===== config.mk =====
export PLATFORM = sky130hd
export DESIGN_NAME = vga_timing_gen
export DESIGN_NICKNAME = d
export VERILOG_FILES = /design/src/rtl/vga_timing_gen.sv
export SDC_FILE = /design/constraint.sdc
export NUM_CORES = 1
export LEC_CHECK = 0
export ABC_AREA = 1
export BUFFER_PORTS_ARGS = -buffer_cell sky130_fd_sc_hd__buf_2
export CORE_MARGIN = 3
export CORE_UTILIZATION = 39
export DETAILED_ROUTE_END_ITERATION = 10
export RECOVER_POWER = 25
export SLEW_MARGIN = 20
export SYNTH_ARGS = -nofsm -noshare
export SYNTH_HDL_FRONTEND = slang
export SYNTH_SLANG_ARGS = --single-unit

===== constraint.sdc =====
create_clock -name dclk -period 1.9 [get_ports dclk]
set_input_delay 0.19 -clock dclk [delete_from_list [all_inputs] [get_ports dclk]]
set_output_delay 0.19 -clock dclk [all_outputs]
set_load 0.02 [all_outputs]

===== src/rtl/vga_timing_gen.sv =====
// Raster timing generator: sync, active window, pixel coordinates and frame strobes
// for an arbitrary geometry, delivered through an enable-gated output pipeline.
module vga_timing_gen #(
   parameter int H_ACTIVE = 640,
   parameter int H_FP     = 16,
   parameter int H_SYNC   = 96,
   parameter int H_BP     = 48,
   parameter int V_ACTIVE = 480,
   parameter int V_FP     = 10,
   parameter int V_SYNC   = 2,
   parameter int V_BP     = 29,
   parameter int HS_POL   = 0,
   parameter int VS_POL   = 0,
   parameter int PIPE     = 1,
   parameter int ANIM_DIV = 1,
   parameter int XW       = 10,
   parameter int YW       = 10,
   parameter int FW       = 8
) (
   input  logic          dclk,
   input  logic          clr,
   input  logic          en,
   output logic          hsync,
   output logic          vsync,
   output logic          active,
   output logic [XW-1:0] x,
   output logic [YW-1:0] y,
   output logic          line_start,
   output logic          frame_start,
   output logic          anim_tick,
   output logic [FW-1:0] frame_cnt
);

   localparam int HT = H_SYNC + H_BP + H_ACTIVE + H_FP;
   localparam int VT = V_SYNC + V_BP + V_ACTIVE + V_FP;
   localparam int PW = XW + YW + 6;

   if (PIPE < 1 || PIPE > 4 || ANIM_DIV < 1 || ANIM_DIV > 255 ||
       H_FP < 1 || H_SYNC < 1 || H_BP < 1 || V_FP < 1 || V_SYNC < 1 || V_BP < 1 ||
       H_ACTIVE < 1 || V_ACTIVE < 1 || HT > (1 << XW) || VT > (1 << YW)) begin : g_param_err
      $error("vga_timing_gen: illegal parameter set");
   end

   localparam logic          HS_ON   = (HS_POL != 0);
   localparam logic          VS_ON   = (VS_POL != 0);
   localparam logic [XW-1:0] H_LAST  = XW'(HT - 1);
   localparam logic [XW-1:0] H_SE    = XW'(H_SYNC);
   localparam logic [XW-1:0] H_AS    = XW'(H_SYNC + H_BP);
   localparam logic [XW-1:0] H_AE    = XW'(H_SYNC + H_BP + H_ACTIVE);
   localparam logic [YW-1:0] V_LAST  = YW'(VT - 1);
   localparam logic [YW-1:0] V_SE    = YW'(V_SYNC);
   localparam logic [YW-1:0] V_AS    = YW'(V_SYNC + V_BP);
   localparam logic [YW-1:0] V_AE    = YW'(V_SYNC + V_BP + V_ACTIVE);
   localparam logic [7:0]    DIV_LAST = 8'(ANIM_DIV - 1);
   localparam logic [PW-1:0] RST_VEC = {~HS_ON, ~VS_ON, {(PW-2){1'b0}}};

   logic [XW-1:0] hc;
   logic [YW-1:0] vc;
   logic [7:0]    div_q;

   logic          raw_hs, raw_vs, raw_act, anim_evt;
   logic [XW-1:0] raw_x;
   logic [YW-1:0] raw_y;
   logic [PW-1:0] raw_p0;
   logic [PW-1:0] load_vec;
   logic [PW-1:0] pipe_p [PIPE];

   always_comb begin
      raw_hs   = (hc < H_SE) ? HS_ON : ~HS_ON;
      raw_vs   = (vc < V_SE) ? VS_ON : ~VS_ON;
      raw_act  = (hc >= H_AS) && (hc < H_AE) && (vc >= V_AS) && (vc < V_AE);
      raw_x    = raw_act ? (hc - H_AS) : '0;
      raw_y    = raw_act ? (vc - V_AS) : '0;
      anim_evt = (hc == '0) && (vc == V_AE);
      raw_p0   = {raw_hs, raw_vs, raw_act, raw_x, raw_y,
                  (hc == '0), (hc == '0) && (vc == '0), anim_evt && (div_q == DIV_LAST)};
   end

   // Value entering the output stage on this edge; drives the frame counter.
   if (PIPE == 1) begin : g_load_raw
      assign load_vec = raw_p0;
   end else begin : g_load_pipe
      assign load_vec = pipe_p[PIPE-2];
   end

   always_ff @(posedge dclk or posedge clr) begin
      if (clr) begin
         hc        <= '0;
         vc        <= '0;
         div_q     <= '0;
         frame_cnt <= '0;
      end else if (en) begin
         if (hc == H_LAST) begin
            hc <= '0;
            vc <= (vc == V_LAST) ? '0 : vc + YW'(1);
         end else begin
            hc <= hc + XW'(1);
         end
         if (anim_evt)
            div_q <= (div_q == DIV_LAST) ? '0 : div_q + 8'd1;
         if (load_vec[1])
            frame_cnt <= frame_cnt + FW'(1);
      end
   end

   // Output pipeline: holds on en=0, but the pulse bits of the last stage drop so
   // every strobe is exactly one dclk wide.
   always_ff @(posedge dclk or posedge clr) begin
      if (clr) begin
         for (int i = 0; i < PIPE; i++)
            pipe_p[i] <= RST_VEC;
      end else if (en) begin
         pipe_p[0] <= raw_p0;
         for (int i = 1; i < PIPE; i++)
            pipe_p[i] <= pipe_p[i-1];
      end else begin
         pipe_p[PIPE-1][2:0] <= 3'b000;
      end
   end

   assign {hsync, vsync, active, x, y, line_start, frame_start, anim_tick} = pipe_p[PIPE-1];

endmodule


# == Yosys cells after proc, flatten, opt, wreduce, memory -nomap -nowiden ==
# Cells that the tools add are included.
# Widths: inputs -> output; s select.
# totals
out_inout_bits,34
word_cells,41
ff_bits,62
inputBits,3
# op_classes
n_mux,8
n_addsub,6
n_reduce_logical,12
eq_ne,3
magnitude_cmp,6
# op_table
cell,count
$mux 10,4
$add 10x1->10 const B,2
$eq 10x10->1 const B,2
$logic_not 10->1,2
$add 8x1->8 const B,2
$eq 10x9->1 const B,1
$ge 10x5->1 const B,1
$ge 10x8->1 const B,1
$lt 10x10->1 const B,1
$lt 10x2->1 const B,1
$lt 10x7->1 const B,1
$lt 10x9->1 const B,1
$sub 10x5->10 const B,1
$sub 10x8->10 const B,1
$logic_not 8->1,1
$mux 8,1
$logic_and 1x1->1,6
$reduce_and 2->1,3
$mux 3,1
$mux 1,2

# == Logic depth before layout (Yosys ltp) ==
# logic_depth
word_depth,5
mapped_depth,10
ltp_nobuf,10

# == Worst setup path before layout ==
# OpenSTA, ideal clock, no wires.
# synth_timing
path_type,register to register
startpoint,reg hc[4]
endpoint,reg pipe_p[21] (netlist name)
t_arrival_ns,1.503
path_buffers,1
required_ns,1.783
setup_slack_ns,0.280
path_stages_with_launch,11
cell_sequence,dfrtp_1 inv_1 ha_1 inv_1 o21ai_0 nand2_1 nor2_2 nor2_4 buf_6 nand3_2 nand2_1
# synth_between
elab_chain_len,5
elab_cells_between_ends,7
cone_classes,add/sub: 1; order compare: 2; mux: 1; reduce/logical: 3
# synth_rtl
item,line,source
"start, declared",57,logic [XW-1:0] hc;
"start signal, assigned",97,hc <= hc + XW'(1);
$ge 10x8->1 / $lt 10x10->1 (equally long branches),71,raw_act = (hc >= H_AS) && (hc < H_AE) && (vc >= V_AS) && (vc < V_AE);
$logic_and 1x1->1 (3 in series),71,
$mux 10 *,72,raw_x = raw_act ? (hc - H_AS) : '0;
"end signal, assigned by index",115,pipe_p[i] <= pipe_p[i-1];
"end, declared",66,logic [PW-1:0] pipe_p [PIPE];
# Mark *: on every way between the ends. The rest lies on a longest branch, timed or not.
# A chain may end at the register's enable or synchronous reset.

# == Worst setup path in the final report ==
# layout_timing
startpoint,reg vc[0]
endpoint,reg frame_cnt[4]
# layout_between
elab_chain_len,3
# layout_rtl
item,line,source
"start, declared",58,logic [YW-1:0] vc;
"start signal, assigned",95,vc <= (vc == V_LAST) ? '0 : vc + YW'(1);
$logic_not 10->1,76,"(hc == '0), (hc == '0) && (vc == '0), anim_evt && (div_q == DIV_LAST)};"
$logic_and 1x1->1,76,
$reduce_and 2->1 (no line),--,
"end signal, assigned",102,frame_cnt <= frame_cnt + FW'(1);
"end, declared",31,output logic [FW-1:0] frame_cnt
# Every way passes these cells.

==> results.md <==
* Setup bufs post-CTS at 0
* Die width at 101.9 um
* Fillers at 905
* Post-DR wirelength/cell at 13.08 um
* Initial antenna violation count at 0
* CP endpoint kind: register
* CP max FO at 6
* HP Start: en
* DRC violations left at 0
* Final period util at 0.9213
* Vias/cell at 4.798
* Total Power at 3.588 mW
* Warnings from Yosys at 0
* Post-place setup slack at -0.007745 ns
* RSZ-0062 raised after global routing: false
* 1st-pass router iterations at 4
* Worst-path clk slew at 0.07 ns
* Met2 Wirelength at 3.489 mm
* Core area at 8848 um^2
* Synth area leaders: dfrtp_1 42%, nand2_1 16%, nand3_1 5.9%
* WP data arrival at 1.99 ns
* Worst Tran Pin Value at 0.8758 ns
* Routed length on met3 at 308 um
* Synth top area share at 0.4183
* Top achievable clock speed at 571.3 MHz
* CTS Buffer Depth at 2
* Max layer used: met4
* Buffers on Ports at 36
* Area grow syn2layout at 14.88%
* Most common cell after layout, fill and taps aside: nand2_1
* VDD IR max at 0.4654 mV
* Fin area at 4124 um^2
* Clk sinks at 62
* Die area at 10390 um^2
* Detailed-route wire length at 8.148 mm
* Slew headroom at 0.4161
* Area post-placement at 3909 um^2
* Detail Placement HPWL at 5.750 mm
* Hold path depth at 3
* Max_cap viols at 0
* Crit path required time at 2.14 ns
* Yosys top cell by area: dfrtp_1
* Fin Setup TNS at 0 ns
* Number of synthesized register bits at 62
* Final setup vio count at 0
* Setup CP Type: register to register
* Final slew viol count at 0
* Post-synthesis sequential area ratio at 0.4329
* Clock skew at 0.01159 ns
* Min-delay worst type: input pin to register
* Synthesized area per cell at 7.736 um^2
* Row count at 34
* Final Util at 0.4661
* Critical Path Source: vc[0]
* Layout cells sized above 1 at 0.1883
* Tmin final at 1.751 ns
* Origin of the critical flop-to-flop path: vc[0]
* Gr usage total at 0.1723
* Largest net degree at the start of global routing at 63
* Vias in the first global route at 2765
* H-tree levels at 3
* Most frequent cells in the layout: 152 x nand2_1, 60 x dfrtp_1, 50 x inv_1
* Nets@finish at 524
* Status: finished clean
* Syn Inst Count at 464
* Clock root buffer: clkbuf_8
* First-pass GRT wire length at 13.85 mm
* Initial Util at 0.4057
* Net Count, Synth at 478
* DRT iter0 DRCs at 176
* Multi-input logic area at 1743 um^2
* Seq. cell area at 1554 um^2
* Cell variety after synth at 32
* Die H at 101.9 um
* Routed vias at 2989
* CTS tree: done
* P per Cell Area at 870.1 nW/um^2
* CP Launch Type: register
* Number of cells on the worst reg-to-reg path at 8
* Pleak at 2.235 nW
* Final worst slack at 0.1495 ns
* Cts bufs inserted at 9
* Final hold violation count at 0
* Post-route ant nets at 0
* Clk_lat worst skew at 0.35 ns
* Inserted Diodes at 0
* WL met1 at 4.222 mm
* Netlist Area Pre-Place at 3590 um^2
* Num ports at 37
* Placer Congestion at 0.8994
* Remaining global-route overflow at 0
## stage by stage
step | instances | hold WS, ns
after detailed placement | 605 | 0.2910
after floorplan | 464 | 0.4638
after global routing | 623 | 0.2164
after global placement | 605 | 0.2871
after CTS | 623 | 0.2008
final | 623 | 0.2206
## synthesized netlist by cell type
cell and instances:
a21oi_1 5, a31oi_1 1, buf_2 7, buf_4 2, buf_6 4, clkbuf_1 3
dfrtp_1 60, dfstp_2 2, ha_1 11, inv_1 50, inv_2 4, nand2_1 152
nand2_2 2, nand2_4 1, nand3_1 42, nand3_2 10, nand3b_1 3, nand4_1 8
nand4_2 1, nor2_1 38, nor2_2 6, nor2_4 3, nor2_8 1, nor3_1 10
nor3_2 1, nor4_1 1, o21ai_0 8, o21ai_1 2, o22ai_1 2, or2_2 2
xnor2_1 3, xor2_1 19
## layout make-up
cell class	count	area share
sequential	62	0.3768
inverter	54	0.04915
tap	108	0.03277
timing repair buffer	50	0.06978
clock inverter	3	0.01032
multi-input combinational	333	0.4226
clock buffer	13	0.03853
## critical path: stages (launching register included)
cell      delay, ns
dfrtp_1        0.38
buf_4          0.15
inv_1          0.11
ha_1           0.21
nand2_1        0.07
nor3_1         0.26
nand3b_1       0.26
nand2_1        0.13
nand2_1        0.05
## routing by layer
layer  vias to the layer above  track usage
li1                       1549            -
met1                      1381       0.2529
met2                        49       0.2480
met3                        10      0.04164
met4                         0      0.06054
met5                         -            0
## state kept, by name (all words and copies together) (netlist names)
| name | cells |
|---|---|
| div_q | 8 |
| frame_cnt | 8 |
| hc | 10 |
| pipe_p | 26 |
| vc | 10 |
## worst paths after layout
check,to,slack [ns]
min in group asynchronous,pipe_p[9],0.67
setup / recovery,frame_cnt[4],0.15
hold / removal,pipe_p[24],0.22
hold reg to reg,pipe_p[11],0.48
max in group asynchronous,hc[8],0.65
setup reg to reg,frame_cnt[4],0.15
## kinds of logic after synthesis
logic type | count (synthesis) | synth area share
AOI/OAI and AO/OA | 18 | 0.02614
adders and majority gates | 11 | 0.03834
xor gates and xnor gates | 22 | 0.05368
buffers and inverters | 70 | 0.08609
and+or+nand+nor | 281 | 0.3628
DFF | 62 | 0.4329
## repair_timing
item | 4_1_cts | 5_1_grt
pin swaps | 1 | 1
resized for setup | 0 | 3
hold buffers | 1 | 0
hold endpoints to repair | 60 | 0
gates cloned | 1 | 0
setup endpoints to repair | 10 | 22
## where the power goes
part	internal, mW	leakage [nW]	total, mW	switching (mW)
combinational	0.292	1.37	0.785	0.493
sequential	1.46	0.766	1.60	0.143
clock	0.677	0.0996	1.20	0.523
(Power assumes the default switching activity.)
